$ cat src/rtl/timer_ctrl.sv
// timer_ctrl: control and next-value stage for a two-mode (up / down) timer.
// It closes the loop around an external counter register: it reads the
// current count and produces the next count every clock, and it runs the
// idle/run/pause/done state machine, the tick prescaler and the
// start/clear button edge detection.
//
// Ports:
//   clk        system clock, rising edge
//   rst        asynchronous, active-high reset
//   mode       0 = count up to preset, 1 = count down from preset
//              (captured only when leaving IDLE)
//   start_btn  synchronised, debounced level; each rising edge toggles run/pause
//   clear_btn  synchronised, debounced level; each rising edge returns to IDLE
//   preset     countdown start value, or count-up limit (0 = free-running up)
//   count_q    current count from the counter register
//   count_d    next count to the counter register (combinational)
//   running    high in RUN
//   done       high in DONE
//   state      IDLE=00, RUN=01, PAUSE=10, DONE=11
//
// state | meaning
// ------+----------------------------------------------------------
// IDLE  | count held at init value, waiting for a start edge
// RUN   | prescaler advancing, count steps once per TICK_DIV clocks
// PAUSE | count and prescaler frozen, start edge resumes
// DONE  | limit or zero reached, count held until a clear edge
module timer_ctrl #(
  parameter int BIT_SIZE = 8,
  parameter int TICK_DIV = 4
) (
  input  logic                clk,
  input  logic                rst,
  input  logic                mode,
  input  logic                start_btn,
  input  logic                clear_btn,
  input  logic [BIT_SIZE-1:0] preset,
  input  logic [BIT_SIZE-1:0] count_q,
  output logic [BIT_SIZE-1:0] count_d,
  output logic                running,
  output logic                done,
  output logic [1:0]          state
);

  localparam int PW = (TICK_DIV > 2) ? $clog2(TICK_DIV) : 1;
  localparam logic [PW-1:0] PRESC_MAX = PW'(TICK_DIV - 1);

  localparam logic [1:0] S_IDLE  = 2'b00;
  localparam logic [1:0] S_RUN   = 2'b01;
  localparam logic [1:0] S_PAUSE = 2'b10;
  localparam logic [1:0] S_DONE  = 2'b11;

  logic [1:0]    state_q, state_d;
  logic [PW-1:0] presc_q, presc_d;
  logic          mode_r_q, mode_r_d;
  logic          start_prev_q, clear_prev_q;

  logic                start_edge, clear_edge, tick;
  logic [BIT_SIZE-1:0] init_val, count_inc, count_dec;

  assign start_edge = start_btn & ~start_prev_q;
  assign clear_edge = clear_btn & ~clear_prev_q;
  assign tick       = (state_q == S_RUN) && (presc_q == PRESC_MAX);
  assign init_val   = mode ? preset : '0;
  assign count_inc  = count_q + 1'b1;
  // Down count saturates at zero instead of wrapping.
  assign count_dec  = (count_q == '0) ? '0 : count_q - 1'b1;

  // State register
  always_ff @(posedge clk or posedge rst) begin
    if (rst) begin
      state_q      <= S_IDLE;
      presc_q      <= '0;
      mode_r_q     <= 1'b0;
      start_prev_q <= 1'b0;
      clear_prev_q <= 1'b0;
    end else begin
      state_q      <= state_d;
      presc_q      <= presc_d;
      mode_r_q     <= mode_r_d;
      start_prev_q <= start_btn;
      clear_prev_q <= clear_btn;
    end
  end

  // Next-state and prescaler
  always_comb begin
    state_d  = state_q;
    presc_d  = presc_q;
    mode_r_d = mode_r_q;
    if (clear_edge) begin
      state_d = S_IDLE;
    end else begin
      case (state_q)
        S_IDLE: begin
          if (start_edge) begin
            mode_r_d = mode;
            presc_d  = '0;
            state_d  = (mode && preset == '0) ? S_DONE : S_RUN;
          end
        end
        S_RUN: begin
          if (tick) begin
            presc_d = '0;
            // A tick wins over a coincident start edge; the pause is dropped.
            if (!mode_r_q) begin
              if (preset != '0 && count_inc == preset) state_d = S_DONE;
            end else begin
              if (count_dec == '0) state_d = S_DONE;
            end
          end else begin
            presc_d = presc_q + 1'b1;
            if (start_edge) state_d = S_PAUSE;
          end
        end
        S_PAUSE: begin
          if (start_edge) state_d = S_RUN;
        end
        default: ;
      endcase
    end
  end

  // Outputs
  always_comb begin
    count_d = count_q;
    if (clear_edge || state_q == S_IDLE) begin
      count_d = init_val;
    end else if (tick) begin
      count_d = mode_r_q ? count_dec : count_inc;
    end
    running = (state_q == S_RUN);
    done    = (state_q == S_DONE);
    state   = state_q;
  end

endmodule

$ cat config.mk
export PLATFORM = sky130hd
export DESIGN_NAME = timer_ctrl
export DESIGN_NICKNAME = d
export VERILOG_FILES = /design/src/rtl/timer_ctrl.sv
export SDC_FILE = /design/constraint.sdc
export NUM_CORES = 1
export LEC_CHECK = 0
export CAP_MARGIN = 20
export CORE_MARGIN = 4
export CORE_UTILIZATION = 55
export CTS_BUF_LIST = sky130_fd_sc_hd__clkbuf_2 sky130_fd_sc_hd__clkbuf_4 sky130_fd_sc_hd__clkbuf_8
export CTS_CLUSTER_DIAMETER = 30
export DETAILED_ROUTE_END_ITERATION = 10
export GPL_TIMING_DRIVEN = 0
export PLACE_DENSITY = 0.95
export SYNTH_ARGS = -nofsm -noshare
export SYNTH_HDL_FRONTEND = slang
export SYNTH_SLANG_ARGS = --single-unit
$ cat constraint.sdc
create_clock -name clk -period 3.4 [get_ports clk]
set_input_delay 0.68 -clock clk [delete_from_list [all_inputs] [get_ports clk]]
set_output_delay 0.68 -clock clk [all_outputs]
set_load 0.05 [all_outputs]
# After elaboration in Yosys (flattened, before gate mapping)
# Cells that the tools add are included.
# Widths: inputs -> output; s select.
# classes
n_mux	18
add_sub_neg	3
n_reduce_logical	14
bitwise	5
eq_ne	11
# ops
cell	n
$mux 8	5
$logic_not 8->1	3
$mux 2	11
$ne 5x4->1 const B	2
$add 8x1->8 const B	1
$eq 8x8->1	1
$reduce_bool 8->1	1
$sub 8x1->8 const B	1
$eq 2x2->1 const B	3
$ne 3x3->1 const B	2
$pmux 2 s3	1
$reduce_and 3->1	2
$reduce_and 6->1	1
$ne 4x1->1 const B	1
$pmux 2 s2	1
$reduce_bool 4->1	1
$logic_and 1x1->1	3
$not 1->1	3
$add 2x1->2 const B	1
$and 1x1->1	2
$eq 2x1->1 const B	1
$logic_not 2->1	1
$ne 2x2->1 const B	1
$reduce_bool 2->1	1
$logic_or 1x1->1	1
# totals
ff_bits	7

# Depth between registers and ports, before layout
# Gate-level depths: netlist of the first run.
# depth
depth_word	8
mapped_depth	10
depth_no_buf	8

# Least setup slack after synthesis of the first run
# No wires, ideal clock.
# synth_timing
path_type	register to output
from	register state_q[0] (netlist: state[0])
to	output port count_d[4]
path_stages_with_launch	9
slack_ps	-597
arrival_time_ps	3317
cell_sequence	dfrtp_1 -> ha_1 -> buf_2 -> nand2_1 -> buf_2 -> or3_1 -> a21oi_1 -> a211oi_1 -> o21ai_0
# synth_between
elab_chain_cells	4
word_cells_on_any_way	6
# synth_rtl
item	line	rtl
start: declaration	52	logic [1:0] state_q, state_d;
start signal: assignment	77	state_q <= state_d;
$eq 2x1->1	--	
via running	39	output logic running,
$logic_and 1x1->1	62	assign tick = (state_q == S_RUN) && (presc_q == PRESC_MAX);
$mux 8	128	end else if (tick) begin
$mux 8	126	if (clear_edge || state_q == S_IDLE) begin
end: declaration	38	output logic [BIT_SIZE-1:0] count_d,
# The timed path passes the listed nets, and every way through them passes these cells.

# Worst setup path in the final report of the first run
# layout_timing
from	input port count_q[1]
to	output port count_d[4]
# layout_between
elab_chain_cells	5
word_cells_on_any_way	7
# layout_rtl
item	line	rtl
start: declaration	37	input logic [BIT_SIZE-1:0] count_q,
$sub 8x1->8 / $logic_not 8->1 (equally long branches)	66	assign count_dec = (count_q == '0) ? '0 : count_q - 1'b1;
$mux 8	66	
$mux 8 (*)	129	count_d = mode_r_q ? count_dec : count_inc;
$mux 8 (*)	128	
$mux 8 (*)	126	
# Mark *: on every way between the ends. The rest lies on a longest branch, timed or not.

==> impl_metrics.toml, run 1 <==
[timing]
fin_crit_ps = 3310
finalHoldViolCount = 0
fin_ws_ps = 86.8
relSlewSlack_pct = 64.9
min_period_over_period_pct = 97.4
hold_ws_ps = 536
tightestPinTransition_ps = 526
fmax_ghz = 0.302
setup_violations = 0
skew_ps = 2.56
fin_tns_setup_ps = 0
slew_viol_final = 0

[die]
die-area_mm2 = 0.00313
rows = 17
ios = 33
die_h_um = 56.0
dieWidth_um = 56.0
initial_utilization_pct = 57.7
fp.coreArea_mm2 = 0.00219

[synthesis]
ys_warn_count = 0
synth_simple_gate_area_share_pct = 33.8
synthXorXnorAreaFrac_pct = 8.31
synth_nets = 199
async_reset_ff_share_pct = 100
muxShareOfSynthArea_pct = 1.68
yosys.area_share.adder_pct = 7.91
synthCells = 170
ys_ff_latch = 7
synth_top_family_by_area = "simple AND/OR/NAND/NOR gates"
ys_seq_area_share_pct = 13.8
ys_types = 50
synth_flop_cell = "dfrtp_1"
synth_compound_area_share_pct = 27.1
synth_edf_count = 0
netlist_area_mm2 = 0.00126
avgSynthCellArea_um2 = 7.44

[drt]
first_pass_iters = 5
via_per_inst = 6.81
dr.first_iter.drc_count = 116
wl_per_cell_um = 18.6
drc = 0
ant_nets = 0
drt-total-wl_mm = 4.40
num_vias = 1613

[setup_path]
cp-start-kind = "primary input"
path_max_fanout = 7
cp-end-kind = "output port"
arrival_ps = 2630
cp.required_ps = 2720
reg2reg_slack_ps = 1390
criticalPathCategory = "primary input to output port"

[clock_tree]
clk_latency_ps = 250
cts_made_buffers = 3
clk_pin_slew_ps = 50
cts_root_buf = "clkbuf_4"
tritoncts = "yes"
cts_hold_buf = 0
cts.sinks = 7
htreeDepth = 1
ctsLongestPathBuffers = 2

[global_route]
grt_util_all_layers_pct = 25.9
grt_pass1_vias = 1436
grt_pass1_wl_mm = 6.64
grt-ovfl-total = 0
antenna_found_initial = 0
grt_max_degree = 11

[power_and_ir_drop]
p_leak_nw = 0.681
p_per_area_mw_per_mm2 = 503
worst_ir_drop_vdd_v = 0.000446

[finish]
drive_above_1_share_pct = 25.4
final_util_pct = 78.6
num-nets-final = 239
fillers = 156
diodes = 0
syn_to_final_growth_pct = 36.2

[flow_run]
timing.max_cap.violations = 0

[hold_path]
hold_path_class = "flop to flop"

[run_status]
status = "completed"

[placed_design]
numPortBuffers = 29
post-dp-hpwl_mm = 3.05
pre_cts_ws_ps = -830
place_congestion = 0.980
[power breakdown]
part / internal [mW] / total (mW) / switching (mW)
clock network: 0.0529 / 0.0851 / 0.0323
registers: 0.104 / 0.130 / 0.0263
logic: 0.216 / 0.651 / 0.435
total: 0.373 / 0.867 / 0.494
[critical path, stage by stage]
cell           delay (ps)
dlygate4sd2_1         450
ha_1                  400
nand3_1               150
or3_1                 330
a21oi_1               160
a211oi_1               80
o21ai_1               150
buf_4                 220
[cells by family (layout without fill, tap and decap cells)]
logic type	Yosys count	count (layout)
AND/OR/NAND/NOR	71	71
AO/OA/AOI/OAI	52	52
buffers and inverters	18	57
XOR/XNOR	12	12
adder cells (fa/ha/maj)	8	8
flip-flops	7	7
multiplexers	2	2
[worst paths after layout]
check	cells after the start	startpoint	end
setup / recovery	8	count_q[1]	count_d[4]
min in group asynchronous	2	rst	mode_r_q
hold reg to reg	1	presc_q[1]	presc_q[1]
max in group asynchronous	2	rst	clear_prev_q
hold / removal	1	presc_q[1]	presc_q[1]
setup reg to reg	9	state[1]	state[0]
[cell type report]
type / instances / area, um2 / share of cell area, %
Multi-Input combinational cell: 145 / 1060 / 61.3
Timing Repair Buffer: 35 / 323 / 18.7
Sequential cell: 7 / 175 / 10.2
Buffer: 12 / 81.3 / 4.72
Tap cell: 28 / 35.0 / 2.03
Clock buffer: 4 / 30.0 / 1.74
Inverter: 6 / 22.5 / 1.31
[metrics by stage]
step | area, um2 | instances | total power, mW
5_1_grt | 1720 | 237 | 0.913
6_report | 1720 | 237 | 0.867
4_1_cts | 1670 | 233 | 0.848
2_1_floorplan | 1280 | 170 | 0.573
3_3_place_gp | 1600 | 227 | 0.749
3_5_place_dp | 1600 | 227 | 0.768
[synthesized netlist by cell type (all sizes together), types with 3 or more instances]
library cell   n  area, um2
inv            6       22.5
o21ai         18       97.6
nand3         23        128
clkbuf         3       11.3
and2           3       22.5
nand2          4       15.0
a221oi         3       26.3
dfrtp          7        175
a21oi         11       55.1
o31ai          3       27.5
nor2          11       41.3
a31oi          3       18.8
nand2b         6       37.5
nor2b          3       18.8
xor2           5       43.8
buf            9       58.8
a211oi         3       22.5
or3            3       18.8
nor3           7       46.3
xnor2          7       61.3
nor4           3       18.8
ha             8        100
[state kept, by name, summed over array words and instances, names as in the netlist]
register,flops
clear_prev_q,1
presc_q,2
state,2
mode_r_q,1
start_prev_q,1
[placed cells by master, fill, tap and decap left out, types with 3 or more instances in the layout]
cell type        instances
a211oi_1                 3
a21oi_1                 10
a31oi_1                  3
buf_2                    8
buf_4                    9
buf_6                    4
clkbuf_4                 4
clkdlybuf4s50_1         17
dfrtp_1                  7
dlymetal6s2s_1           3
ha_1                     7
inv_1                    4
nand2_1                  4
nand2b_1                 6
nand3_1                 22
nor2_1                  10
nor2b_1                  3
nor3_1                   6
o21ai_0                  6
o21ai_1                  6
o21ai_2                  6
or3_1                    3
xnor2_1                  7
xor2_1                   5
[routing by layer]
layer	vias to the layer above	part of all wire (%)	global-route usage, %
met3	20	12	6.73
met2	124	48	44.6
met5	-	0	0
met4	0	2.5	7.80
met1	750	38	31.5
li1	719	-	-
[repair_timing]
item | CTS | global route
endpoints found under the hold margin | 0 | 0
resized for setup | 48 | 13
pin swaps | 2 | 3
buffers inserted | 2 | 4
setup endpoints to repair | 8 | 8
Note: power is estimated with default switching activity, not from simulation.
==> run 2: changes to the inputs <==
--- a/config.mk
+++ b/config.mk
@@ -12,7 +12,9 @@
 export CTS_CLUSTER_DIAMETER = 30
 export DETAILED_ROUTE_END_ITERATION = 10
 export GPL_TIMING_DRIVEN = 0
+export HOLD_SLACK_MARGIN = 0.12
 export PLACE_DENSITY = 0.95
+export SLEW_MARGIN = 30
 export SYNTH_ARGS = -nofsm -noshare
 export SYNTH_HDL_FRONTEND = slang
 export SYNTH_SLANG_ARGS = --single-unit
==> results of run 2 <==
No change in the layout: final DEF, timing and power equal those of run 1.
